[src/rtl/traffic_pkg.sv]
// Shared types, lamp encodings and helpers for the two-road phase sequencer.
package traffic_pkg;

    // Phase codes; these values appear on the phase output port.
    typedef enum logic [2:0] {
        EW_GREEN  = 3'd0,
        EW_YELLOW = 3'd1,
        RED_1     = 3'd2,
        NS_GREEN  = 3'd3,
        NS_YELLOW = 3'd4,
        RED_2     = 3'd5,
        FLASH     = 3'd6
    } phase_e;

    // Lamp vectors are {red, yellow, green}.
    localparam logic [2:0] LT_RED = 3'b100;
    localparam logic [2:0] LT_YEL = 3'b010;
    localparam logic [2:0] LT_GRN = 3'b001;
    localparam logic [2:0] LT_OFF = 3'b000;

    // Successor in the normal rotation; anything unexpected recovers to RED_2.
    function automatic phase_e next_phase(input phase_e p);
        phase_e n;
        case (p)
            RED_2:     n = EW_GREEN;
            EW_GREEN:  n = EW_YELLOW;
            EW_YELLOW: n = RED_1;
            RED_1:     n = NS_GREEN;
            NS_GREEN:  n = NS_YELLOW;
            NS_YELLOW: n = RED_2;
            default:   n = RED_2;
        endcase
        return n;
    endfunction

    // Double-dabble: 8-bit binary to three BCD digits {hundreds, tens, units}.
    function automatic logic [11:0] bin8_to_bcd(input logic [7:0] bin);
        logic [19:0] sh;
        sh = {12'd0, bin};
        for (int i = 0; i < 8; i++) begin
            if (sh[11:8]  >= 4'd5) sh[11:8]  = sh[11:8]  + 4'd3;
            if (sh[15:12] >= 4'd5) sh[15:12] = sh[15:12] + 4'd3;
            if (sh[19:16] >= 4'd5) sh[19:16] = sh[19:16] + 4'd3;
            sh = sh << 1;
        end
        return sh[19:8];
    endfunction

endpackage

[src/rtl/ms_timebase.sv]
// Restartable millisecond / second prescaler with a half-second toggle.
// Restart zeroes everything so a phase always starts on a clean boundary.
module ms_timebase
    import traffic_pkg::*;
#(
    parameter int CNT1MS   = 100000,
    parameter int MS_PER_S = 1000
) (
    input  logic clk,
    input  logic resetn,
    input  logic restart,
    output logic tick_ms,
    output logic tick_s,
    output logic toggle,
    output logic tick_half
);

    localparam int PRE_W = (CNT1MS > 1) ? $clog2(CNT1MS) : 1;
    localparam int MS_W  = (MS_PER_S > 1) ? $clog2(MS_PER_S) : 1;
    localparam logic [PRE_W-1:0] PRE_LAST = PRE_W'(CNT1MS - 1);
    localparam logic [MS_W-1:0]  MS_LAST  = MS_W'(MS_PER_S - 1);
    localparam logic [MS_W-1:0]  MS_HALF  = MS_W'((MS_PER_S > 1) ? (MS_PER_S / 2 - 1) : 0);

    logic [PRE_W-1:0] r_pre;
    logic [MS_W-1:0]  r_ms;
    logic             r_toggle;
    logic             w_tick_ms;

    assign w_tick_ms = (r_pre == PRE_LAST);
    assign tick_ms   = w_tick_ms;
    assign tick_s    = w_tick_ms && (r_ms == MS_LAST);
    // The toggle flips at the middle and at the end of every second.
    assign tick_half = w_tick_ms && ((r_ms == MS_HALF) || (r_ms == MS_LAST));
    assign toggle    = r_toggle;

    // Prescaler, ms counter and toggle; restart puts the toggle back to "on".
    always_ff @(posedge clk) begin
        if (!resetn || restart) begin
            r_pre    <= '0;
            r_ms     <= '0;
            r_toggle <= 1'b1;
        end else begin
            if (w_tick_ms) begin
                r_pre <= '0;
                r_ms  <= (r_ms == MS_LAST) ? '0 : r_ms + 1'b1;
            end else begin
                r_pre <= r_pre + 1'b1;
            end
            if (tick_half) begin
                r_toggle <= ~r_toggle;
            end
        end
    end

endmodule

[src/rtl/traffic_phase_seq.sv]
// Two-road traffic phase sequencer: timed greens/yellows, all-red clearance,
// pedestrian green shortening and a flashing-yellow mode. All outputs registered.
module traffic_phase_seq
    import traffic_pkg::*;
#(
    parameter int CNT1MS     = 100000,
    parameter int MS_PER_S   = 1000,
    parameter int EW_GREEN_S = 4,
    parameter int NS_GREEN_S = 4,
    parameter int YELLOW_S   = 2,
    parameter int ALL_RED_MS = 500,
    parameter int PED_CUT_S  = 1
) (
    input  logic        clk,
    input  logic        resetn,
    input  logic        ped_req,
    input  logic        flash_mode,
    output logic [2:0]  ew_light,
    output logic [2:0]  ns_light,
    output logic [2:0]  phase,
    output logic        phase_start,
    output logic [7:0]  remain_s,
    output logic [11:0] remain_bcd,
    output logic        ped_ack
);

    localparam logic [7:0]  EW_G_D   = 8'(EW_GREEN_S);
    localparam logic [7:0]  NS_G_D   = 8'(NS_GREEN_S);
    localparam logic [7:0]  YEL_D    = 8'(YELLOW_S);
    localparam logic [7:0]  PED_CUT  = 8'(PED_CUT_S);
    localparam logic [15:0] RED_LAST = 16'(ALL_RED_MS - 1);

    // Seconds loaded on entry; untimed phases show zero.
    function automatic logic [7:0] entry_secs(input phase_e p);
        logic [7:0] d;
        case (p)
            EW_GREEN:             d = EW_G_D;
            NS_GREEN:             d = NS_G_D;
            EW_YELLOW, NS_YELLOW: d = YEL_D;
            default:              d = 8'd0;
        endcase
        return d;
    endfunction

    phase_e      r_state;
    phase_e      w_state_next;
    logic        w_state_change;

    logic [15:0] r_red_ms;
    logic [15:0] w_red_ms_next;
    logic        r_ped_latch;
    logic        w_ped_latch_next;
    logic        w_ped_any;
    logic        w_ped_ack_next;
    logic        w_restart;
    logic [7:0]  w_remain_next;
    logic [11:0] w_bcd_next;
    logic [2:0]  w_ew_next;
    logic [2:0]  w_ns_next;
    logic        w_flash_on_next;

    logic [2:0]  r_ew;
    logic [2:0]  r_ns;
    logic [2:0]  r_phase;
    logic        r_phase_start;
    logic [7:0]  r_remain;
    logic [11:0] r_bcd;
    logic        r_ped_ack;

    logic        w_tick_ms;
    logic        w_tick_s;
    logic        w_toggle;
    logic        w_tick_half;

    ms_timebase #(
        .CNT1MS   (CNT1MS),
        .MS_PER_S (MS_PER_S)
    ) u_timebase (
        .clk       (clk),
        .resetn    (resetn),
        .restart   (w_restart),
        .tick_ms   (w_tick_ms),
        .tick_s    (w_tick_s),
        .toggle    (w_toggle),
        .tick_half (w_tick_half)
    );

    assign w_state_change = (w_state_next != r_state);
    // A request pulse in the current cycle is served as if already latched.
    assign w_ped_any      = r_ped_latch | ped_req;

    // State register.
    always_ff @(posedge clk) begin
        if (!resetn) begin
            r_state <= RED_2;
        end else begin
            r_state <= w_state_next;
        end
    end

    // Next state: flash request first, then phase expiry.
    always_comb begin
        w_state_next = r_state;
        if (flash_mode) begin
            w_state_next = FLASH;
        end else begin
            case (r_state)
                FLASH: w_state_next = RED_2;
                RED_1, RED_2: begin
                    if (w_tick_ms && (r_red_ms == RED_LAST)) begin
                        w_state_next = next_phase(r_state);
                    end
                end
                EW_GREEN, EW_YELLOW, NS_GREEN, NS_YELLOW: begin
                    if (w_tick_s && (r_remain == 8'd1)) begin
                        w_state_next = next_phase(r_state);
                    end
                end
                default: w_state_next = RED_2;
            endcase
        end
    end

    // Countdown, all-red counter, pedestrian latch/cut and timebase restart.
    always_comb begin
        w_remain_next    = r_remain;
        w_red_ms_next    = r_red_ms;
        w_ped_latch_next = w_ped_any;
        w_ped_ack_next   = 1'b0;
        w_restart        = w_state_change;
        if (w_state_change) begin
            // Expiry or flash wins over a pending cut; the latch carries over.
            w_remain_next = entry_secs(w_state_next);
            w_red_ms_next = 16'd0;
            if (w_state_next == FLASH) begin
                w_ped_latch_next = 1'b0;
            end
        end else begin
            case (r_state)
                FLASH: w_ped_latch_next = 1'b0;
                RED_1, RED_2: begin
                    if (w_tick_ms) begin
                        w_red_ms_next = r_red_ms + 16'd1;
                    end
                end
                EW_YELLOW, NS_YELLOW: begin
                    if (w_tick_s) begin
                        w_remain_next = r_remain - 8'd1;
                    end
                end
                EW_GREEN, NS_GREEN: begin
                    if (w_tick_s) begin
                        w_remain_next = r_remain - 8'd1;
                    end
                    if (w_ped_any) begin
                        w_ped_ack_next   = 1'b1;
                        w_ped_latch_next = 1'b0;
                        if (r_remain > PED_CUT) begin
                            w_remain_next = PED_CUT;
                            w_restart     = 1'b1;
                        end
                    end
                end
                default: ;
            endcase
        end
    end

    // Flash lamps follow the timebase toggle as it will be after this edge.
    assign w_flash_on_next = w_restart ? 1'b1 : (w_tick_half ? ~w_toggle : w_toggle);
    assign w_bcd_next      = bin8_to_bcd(w_remain_next);

    // Lamp decode for the upcoming phase.
    always_comb begin
        w_ew_next = LT_RED;
        w_ns_next = LT_RED;
        case (w_state_next)
            EW_GREEN:  w_ew_next = LT_GRN;
            EW_YELLOW: w_ew_next = LT_YEL;
            NS_GREEN:  w_ns_next = LT_GRN;
            NS_YELLOW: w_ns_next = LT_YEL;
            FLASH: begin
                w_ew_next = w_flash_on_next ? LT_YEL : LT_OFF;
                w_ns_next = w_flash_on_next ? LT_YEL : LT_OFF;
            end
            default: ;
        endcase
    end

    // Internal counters and pedestrian latch.
    always_ff @(posedge clk) begin
        if (!resetn) begin
            r_red_ms    <= 16'd0;
            r_ped_latch <= 1'b0;
        end else begin
            r_red_ms    <= w_red_ms_next;
            r_ped_latch <= w_ped_latch_next;
        end
    end

    // Output registers; phase_start is held high through reset so the
    // first cycle after release marks the start of RED_2.
    always_ff @(posedge clk) begin
        if (!resetn) begin
            r_ew          <= LT_RED;
            r_ns          <= LT_RED;
            r_phase       <= RED_2;
            r_phase_start <= 1'b1;
            r_remain      <= 8'd0;
            r_bcd         <= 12'd0;
            r_ped_ack     <= 1'b0;
        end else begin
            r_ew          <= w_ew_next;
            r_ns          <= w_ns_next;
            r_phase       <= w_state_next;
            r_phase_start <= w_state_change;
            r_remain      <= w_remain_next;
            r_bcd         <= w_bcd_next;
            r_ped_ack     <= w_ped_ack_next;
        end
    end

    assign ew_light    = r_ew;
    assign ns_light    = r_ns;
    assign phase       = r_phase;
    assign phase_start = r_phase_start;
    assign remain_s    = r_remain;
    assign remain_bcd  = r_bcd;
    assign ped_ack     = r_ped_ack;

endmodule
[config.mk]
export PLATFORM = sky130hd
export DESIGN_NAME = traffic_phase_seq
export DESIGN_NICKNAME = d
export VERILOG_FILES = /design/src/rtl/traffic_pkg.sv /design/src/rtl/ms_timebase.sv /design/src/rtl/traffic_phase_seq.sv
export SDC_FILE = /design/constraint.sdc
export NUM_CORES = 1
export LEC_CHECK = 0
export ABC_AREA = 0
export CAP_MARGIN = 20
export CELL_PAD_IN_SITES_DETAIL_PLACEMENT = 2
export CELL_PAD_IN_SITES_GLOBAL_PLACEMENT = 2
export CORE_MARGIN = 1
export CORE_UTILIZATION = 38
export CTS_CLUSTER_SIZE = 28
export DETAILED_ROUTE_END_ITERATION = 10
export GPL_TIMING_DRIVEN = 0
export PLACE_DENSITY_LB_ADDON = 0.1
export SETUP_SLACK_MARGIN = 0.5
export SLEW_MARGIN = 30
export SYNTH_ARGS = -nofsm -noshare
export SYNTH_HDL_FRONTEND = slang
export SYNTH_SLANG_ARGS = --single-unit
export TNS_END_PERCENT = 100
[constraint.sdc]
create_clock -name clk -period 18.6 [get_ports clk]
set_input_delay 5.58 -clock clk [delete_from_list [all_inputs] [get_ports clk]]
set_output_delay 5.58 -clock clk [all_outputs]
set_load 0.01 [all_outputs]
==> flow_summary.ini, run 1 <==
[outcome]
status = complete, no violations

[route]
route.detailed.drc = 0
ant_nets = 0
wire_per_inst_um = 18.0
routed_wirelength_um = 12800
vias = 3920
drt-initial-drc-count = 114
dr.pass1.iters = 4
vias_per_cell = 5.51

[power]
power_density_nw_per_um2 = 73.8
leakagePower_nw = 1.86
p_clk_share_pct = 52.7
pwr-share-comb_pct = 5.4
totalPowerFinal_w = 0.000379
p_sw_w = 0.0000827
peakVddDrop_v = 0.0000583
switching_share_pct = 21.8
p_seq_share_pct = 41.9
p_int_w = 0.000296

[grt]
first_global_vias = 4216
use_met1_pct = 29.8
antenna_found_initial = 0
grtUsageMet3_pct = 5.12
use_met2_pct = 38.6
grt_busiest_layer = met2
grt_start_max_net_pins = 13
globalRouteTotalUtil_pct = 23.4
grt_pass1_wl_um = 21200
gr-total-overflow = 0

[critical_path]
critical_path_required_ns = 18.83
max_stage_delay_ns = 0.76
cp-start-kind = input port
worstPathArrival_ns = 12.94
crit_slowest_cell = nor4_1
crit_type = input port to flop
cp_max_fo = 10
critPathCaptureType = flop

[final_layout]
layout-drive-gt1-share_pct = 7.71
final_net_count = 586
design_area_um2 = 5130
final_cells = 711
num-fill-cells = 1224
seq_area_um2 = 1460
synthToLayoutAreaGrowth_pct = 18.9
diodes = 0
multi_input_area_um2 = 2680

[synth]
synth_cell_types = 70
yosysSeqAreaShare_pct = 33.9
netlist_area_um2 = 4310
async_flop_share_pct = 0
synth_edf_count = 0
synthCells = 524
synth_area_per_cell_um2 = 8.23
yosysWarnings = 0
synth-seq-cells = 73
synth-main-ff-cell = dfxtp_1

[clock_network]
ctsResizeCount = 0
clk_pin_slew_worst_paths_ns = 0.06
hold_buffers = 0
root_buffer = clkbuf_16
cts_tree = yes
clock_latency_ns = 0.35
clock-sinks = 73
cts_made_buffers = 9
clockBufferDepth = 2
cts_setup_buffers = 0
htree_levels = 3

[sta]
setup_viol = 0
max_freq_mhz = 78.7
rsz0062_at_grt = false
tightest_slew_ns = 0.921
postLayoutSetupSlackWorst_ns = 5.89
fin_crit_sh_pct = 68.3
report.final.slew_viol_count = 0
hold_viol = 0
finalSetupTns_ns = 0
period_minus_slack_ns = 12.71
maxSlewHeadroom_pct = 38.0
fin_skew_ns = 0.00413

[placed_design]
place_hpwl_um = 9380
gp_congestion = 0.810
numPortBuffers = 30
dpl.cell_count = 695
pre_cts_slack_ns = 5.60
dpl_cell_area_um2 = 4790

[run]
max-cap-violations = 0

[hold_path]
hold_path_class = flop to flop

[floorplanning]
core_um2 = 10900
dieArea_um2 = 11800
io_pins = 35
die_x_um = 109
initial_core_util_pct = 39.4
die_height_um = 109
rows = 38
-- cell type report --
class | instances | area share (%)
multi-input cells | 410 | 52.2
well taps | 140 | 3.42
inverters | 23 | 1.68
plain buffers | 19 | 1.81
clock buffers | 11 | 4.54
repair buffers | 30 | 5.86
flip-flops and latches | 73 | 28.5
clock inverters | 5 | 2.02
-- kinds of logic after synthesis --
logic type	share of synthesized area (%)
xor+xnor	10.8
flops	33.9
simple gates	29.9
fa+ha+maj	4.64
buf+inv	4.15
mux	3.16
compound gates	13.5
other cells	0.0869
-- synth_stat cells (all sizes together) (3+ instances only) --
cell type	n	area share [%]
mux2	5	1.3
nor3	12	1.5
or4	5	1.0
nand2	44	3.8
inv	23	2.0
nor2	86	7.5
and2	4	0.75
ha	16	4.6
nor4	6	0.87
a211oi	6	1.0
o31ai	5	1.2
o21ai	10	1.2
dfxtp	73	34
or3	4	0.58
and4	7	1.4
xnor2	27	5.5
mux2i	8	1.9
or2	3	0.44
clkbuf	13	1.1
nand3	27	3.1
nand2b	14	2.0
a21oi	20	2.5
nand4	14	2.2
a21o	4	0.70
buf	6	1.0
and3	9	1.3
nor4b	6	1.4
xor2	26	5.3
o2bb2ai	3	0.75
-- per-stage QoR --
stage | hold slack, ns | util, %
6_report | 0.468 | 46.9
3_5_place_dp | 0.461 | 43.8
3_3_place_gp | 0.452 | 43.8
4_1_cts | 0.469 | 46.9
5_1_grt | 0.497 | 46.9
2_1_floorplan | 0.430 | -
-- state kept, by name, summed over array words and instances, names as in the netlist --
| name | count |
|---|---|
| remain_s | 8 |
| r_red_ms | 16 |
| remain_bcd | 9 |
| phase | 3 |
| ped_ack | 1 |
| ew_light | 3 |
| u_timebase.r_ms | 10 |
| ns_light | 3 |
| u_timebase.toggle | 1 |
| phase_start | 1 |
| r_ped_latch | 1 |
| u_timebase.r_pre | 17 |
-- worst paths after layout --
path	startpoint	end	slack (ns)	depth (start not counted)
hold reg to reg	u_timebase.r_pre[0]$_SDFF_PP0_	u_timebase.r_pre[0]$_SDFF_PP0_	0.47	1
setup reg to reg	u_timebase.r_pre[0]$_SDFF_PP0_	remain_bcd[1]$_SDFF_PN0_	10.70	36
hold / removal	u_timebase.r_pre[0]$_SDFF_PP0_	u_timebase.r_pre[0]$_SDFF_PP0_	0.47	1
setup / recovery	ped_req	remain_bcd[1]$_SDFF_PN0_	5.89	35
-- layout by cell type (no fill, tap or decap), types with 11 or more instances in the layout --
master and n:
nor3_1 11, clkbuf_1 15, nor2_1 86, nand2_1 44, clkdlybuf4s50_1 30, ha_1 16, dfxtp_1 73, xor2_1 26
a21oi_1 18, nand2b_1 14, xnor2_1 27, nand3_1 27, inv_1 23, nand4_1 13
-- power groups by stage --
stage                     Combinational, W  Clock [W]  Sequential (W)
after floorplan                  0.0000126          0        0.000163
after detailed placement         0.0000204          0        0.000162
after global routing             0.0000225   0.000211        0.000159
after CTS                        0.0000206   0.000205        0.000159
final                            0.0000203   0.000200        0.000159
after global placement           0.0000197          0        0.000162
-- metal layers --
metal / wire length [µm] / share of wire (%)
met5: 0 / 0
met2: 6060 / 47
met3: 338 / 2.6
met4: 244 / 1.9
met1: 6190 / 48
-- critical path: cells and delay by family --
| kind | cells | cell delay [ns] |
|---|---|---|
| fa+ha+maj | 5 | 1.12 |
| xor+xnor | 2 | 0.39 |
| buf+inv | 3 | 0.68 |
| simple gates | 15 | 2.90 |
| mux | 3 | 0.80 |
| compound gates | 7 | 1.45 |
Note: power is estimated with default switching activity, not from simulation.
==> inputs of run 2 (changes only) <==
CORE_UTILIZATION = 32   (was 38)
clock period = 11.5 ns   (was 18.6 ns; I/O delays follow)
==> flow_summary.ini, run 2 (synthesis results as in run 1) <==
[floorplanning]
dieArea_um2 = 13900
rows = 42
die_height_um = 118
core_um2 = 13200
initial_core_util_pct = 32.7
die_x_um = 118
io_pins = 35

[clock_network]
hold_buffers = 0
htree_levels = 3
clock-sinks = 73
clk_pin_slew_worst_paths_ns = 0.06
ctsResizeCount = 0
cts_made_buffers = 9
cts_tree = yes
clock_latency_ns = 0.35
clockBufferDepth = 2
cts_setup_buffers = 0
root_buffer = clkbuf_16

[final_layout]
regMostFlops = u_timebase.r_pre
synthToLayoutAreaGrowth_pct = 18.7
final_net_count = 586
largest_register_ffs = 17
diodes = 0
final_cells = 745
layout-drive-gt1-share_pct = 7.56
layout_commonest_cell = nor2_1
fin_util_pct = 38.8
top_regs = u_timebase.r_pre (17), r_red_ms (16), u_timebase.r_ms (10)
final_cell_mix = 86 x nor2_1, 73 x dfxtp_1, 44 x nand2_1
design_area_um2 = 5120
num-fill-cells = 1507

[run]
max-cap-violations = 0

[sta]
tightest_slew_ns = 0.727
fin_crit_sh_pct = 89.5
rsz0062_at_grt = false
finalSetupTns_ns = 0
max_freq_mhz = 97.2
fin_skew_ns = 0.00759
maxSlewHeadroom_pct = 51.5
report.final.slew_viol_count = 0
postLayoutSetupSlackWorst_ns = 1.21
hold_viol = 0
period_minus_slack_ns = 10.29
setup_viol = 0

[critical_path]
critPathCaptureType = flop
crit_slowest_cell = nor4_2
crit_type = input port to flop
worstPathArrival_ns = 10.52
critical_path_required_ns = 11.73
cp_max_fo = 10
max_stage_delay_ns = 0.57
cp-start-kind = input port

[route]
dr.pass1.iters = 4
wire_per_inst_um = 16.4
vias_per_cell = 5.21
drt-initial-drc-count = 110
routed_wirelength_um = 12200
ant_nets = 0
route.detailed.drc = 0
vias = 3882

[power]
power_density_nw_per_um2 = 111
leakagePower_nw = 1.83
peakVddDrop_v = 0.0000601

[placed_design]
place_hpwl_um = 9440
numPortBuffers = 30
dpl_cell_area_um2 = 4840
gp_congestion = 0.820
dpl.cell_count = 731
pre_cts_slack_ns = 0.868

[grt]
antenna_found_initial = 0
grt_start_max_net_pins = 12
gr-total-overflow = 0
globalRouteTotalUtil_pct = 18.8
first_global_vias = 4246
grt_pass1_wl_um = 20900

[outcome]
status = complete, no violations

[hold_path]
hold_path_class = flop to flop
[run 2: metrics by stage]
stage / total power (W) / hold WS [ns]
5_1_grt: 0.000590 / 0.529
2_1_floorplan: 0.000283 / 0.430
6_report: 0.000567 / 0.480
3_5_place_dp: 0.000296 / 0.465
3_3_place_gp: 0.000295 / 0.446
4_1_cts: 0.000579 / 0.487
[run 2: path summary, 6_finish.rpt]
path	start	to	slack, ns	depth (start not counted)
max	ped_req	remain_bcd[1]$_SDFF_PN0_	1.21	35
min	u_timebase.r_pre[0]$_SDFF_PP0_	u_timebase.r_pre[0]$_SDFF_PP0_	0.48	1
max reg2reg	u_timebase.r_pre[0]$_SDFF_PP0_	remain_bcd[1]$_SDFF_PN0_	3.68	35
min reg2reg	u_timebase.r_pre[0]$_SDFF_PP0_	u_timebase.r_pre[0]$_SDFF_PP0_	0.48	1
[run 2: area by class of cell]
cell class | count | area [µm²] | area share (%)
Timing Repair Buffer | 30 | 300 | 5.87
Tap cell | 176 | 220 | 4.30
Buffer | 19 | 92.6 | 1.81
Inverter | 23 | 86.3 | 1.69
Multi-Input combinational cell | 410 | 2680 | 52.4
Sequential cell | 73 | 1460 | 28.5
Clock inverter | 3 | 43.8 | 0.855
Clock buffer | 11 | 233 | 4.55
[run 2: critical path: cells and delay by family]
kind / cells / cell delay (ns)
compound gates: 7 / 1.40
xor+xnor: 2 / 0.39
fa+ha+maj: 5 / 1.11
buf+inv: 3 / 0.66
mux: 3 / 0.81
simple gates: 15 / 2.68
[run 2: report_power, final]
| part | switching (W) | internal (W) | leakage [nW] | total, W |
|---|---|---|---|---|
| logic | 0.0000214 | 0.0000117 | 1.10 | 0.0000330 |
| registers | 0.00000148 | 0.000255 | 0.590 | 0.000257 |
| clock network | 0.000111 | 0.000166 | 0.135 | 0.000277 |
| total | 0.000134 | 0.000433 | 1.83 | 0.000567 |
[run 2: per-layer routing]
metal | GRT usage [%] | part of all wire [%] | vias up | routed length [µm]
met4 | 7.61 | 1.8 | 0 | 218
met5 | 0 | 0 | - | 0
met1 | 23.6 | 48 | 1912 | 5890
li1 | - | - | 1917 | -
met3 | 3.25 | 2.0 | 17 | 249
met2 | 31.7 | 48 | 36 | 5870
==> variant: new RTL, settings of run 1 <==
`MS_PER_S` is set to 1000 in 2 places; all go to 250.
--- a/src/rtl/ms_timebase.sv
+++ b/src/rtl/ms_timebase.sv
@@ -4,7 +4,7 @@
     import traffic_pkg::*;
 #(
     parameter int CNT1MS   = 100000,
-    parameter int MS_PER_S = 1000
+    parameter int MS_PER_S = 250
 ) (
     input  logic clk,
     input  logic resetn,
--- a/src/rtl/traffic_phase_seq.sv
+++ b/src/rtl/traffic_phase_seq.sv
@@ -4,7 +4,7 @@
     import traffic_pkg::*;
 #(
     parameter int CNT1MS     = 100000,
-    parameter int MS_PER_S   = 1000,
+    parameter int MS_PER_S   = 250,
     parameter int EW_GREEN_S = 4,
     parameter int NS_GREEN_S = 4,
     parameter int YELLOW_S   = 2,
Behaviour: same outputs for any inputs over 10 cycles, from zero or initial values and one cycle with resetn low; that may be too few to reach the edited logic, so the function may still have changed.
==> variant against run 1 <==
Wire length is essentially flat. Sequential cell count fell by 2. Power fell by 18%. Final area is 3.5% lower. First-iteration DRC count down 11%. Critical path type unchanged. Highest routed layer unchanged. Setup slack better by 0.23 ns. Worst hold slack better by 0.029 ns. Area after synthesis decreased by 1.7%. Critical endpoint is now remain_bcd[2]. Clock skew up 0.012 ns.
==> variant: results (changes against run 1) <==
| Metric | Value |
|---|---|
| Status | finished clean (unchanged) |
| Net Sw Power | 73.9 uW (was 82.7 uW) |
| Cells after DPL | 683 (was 695) |
| Placer congestion estimate | 0.819 (was 0.810) |
| Largest net degree at the start of global routing | 12 (was 13) |
| HP Class | reg -> reg (unchanged) |
| Sequential element share of the synthesized area | 33.5% (was 33.9%) |
| Syn avg cell area | 8.31 sq um (was 8.23 sq um) |
| DR vias | 3,885 (was 3,920) |
| CP startpoint | flash_mode (was ped_req) |
| Detailed-route wire length per cell | 18.4 um (was 18.0 um) |
| Clock Skew | 0.0160 ns (was 0.00413 ns) |
| Compound-Gate Fraction of Synth Area | 13.5% (about the same) |
| Placed Area | 4740 sq um (was 4790 sq um) |
| Clk Latency, worst-skew pair | 0.37 ns (was 0.35 ns) |
| CP delay by family, top | compound AO/OA/AOI/OAI gates (was simple AND/OR/NAND/NOR gates) |
| Synth top cells by count | nor2_1 (88), dfxtp_1 (71), nand2_1 (40), xor2_1 (30), nand3_1 (23) (was nor2_1 (86), dfxtp_1 (73), nand2_1 (44), nand3_1 (27), xnor2_1 (27)) |
| WL final | 12,800 um (about the same) |
| # fillers | 1,227 (was 1,224) |
| Root buffer cell | clkbuf_8 (was clkbuf_16) |
| PortBufs | 32 (was 30) |
| Vias in the first global route | 4,134 (was 4,216) |
| First-pass GRT wire length | 21,100 um (was 21,200 um) |
| Period utilisation layout | 67.1% (was 68.3%) |
| Mux contribution to synthesized area | 4.52% (was 3.16%) |
| Hpwl dp | 9370 um (was 9380 um) |
| Total GRT Usage | 23.9% (was 23.4%) |
| Critical path's slowest cell | clkdlybuf4s50_1 (was nor4_1) |
| Max FO, Critical Path | 9 (was 10) |
| Worst reg-to-reg setup slack | 11.00 ns (was 10.70 ns) |
| Sw frac | 23.8% (was 21.8%) |
| Hold Slack | 0.497 ns (was 0.468 ns) |
| R2R depth | 31 (was 36) |
| Power in the clock group | 139 uW (was 200 uW) |
| Share of cells above drive strength 1 | 8.26% (was 7.71%) |
| Normalized max-slew margin | 33.1% (was 38.0%) |
| Origin of the critical flop-to-flop path | u_timebase.r_ms[1] (was u_timebase.r_pre[0]) |
| Largest cells by area after synthesis | dfxtp_1 (34%), nor2_1 (7.8%), xor2_1 (6.2%) (was dfxtp_1 (34%), nor2_1 (7.5%), xnor2_1 (5.5%)) |
| Lkg Pwr | 1.84 nW (was 1.86 nW) |
| Max VDD drop | 40.6 uV (was 58.3 uV) |
| Post-place setup slack | 5.84 ns (was 5.60 ns) |
| Xor/xnor cell area share of the yosys netlist | 9.71% (was 10.8%) |
variant: changes by cell type in the layout (fill, tap and decap cells not counted), sizes merged, moves of 4 or more:
cell    before  now
inv         23   19
xor2        26   30
or2          3    8
a211oi       6    1
nand3       27   23
nand2       44   40
mux2i        8   16
xnor2       27   17
mux2         5    1
nand2b      14    4
o21ai       10   19
variant: layout make-up:
type,count,area (sq um),share of cell area [%]
multi-input cells,401,2650,53.6
flip-flops and latches,71,1420,28.7
repair buffers,32,320,6.47
well taps,140,175,3.54
clock buffers,11,141,2.86
plain buffers,20,98.8,2.00
inverters,19,71.3,1.44
clock inverters,3,68.8,1.39
variant: per-layer routing:
layer	part of all wire [%]	global-route usage, %
met1	47	29.7
met2	49	41.0
met3	1.9	3.63
met4	1.9	9.69
met5	0	0
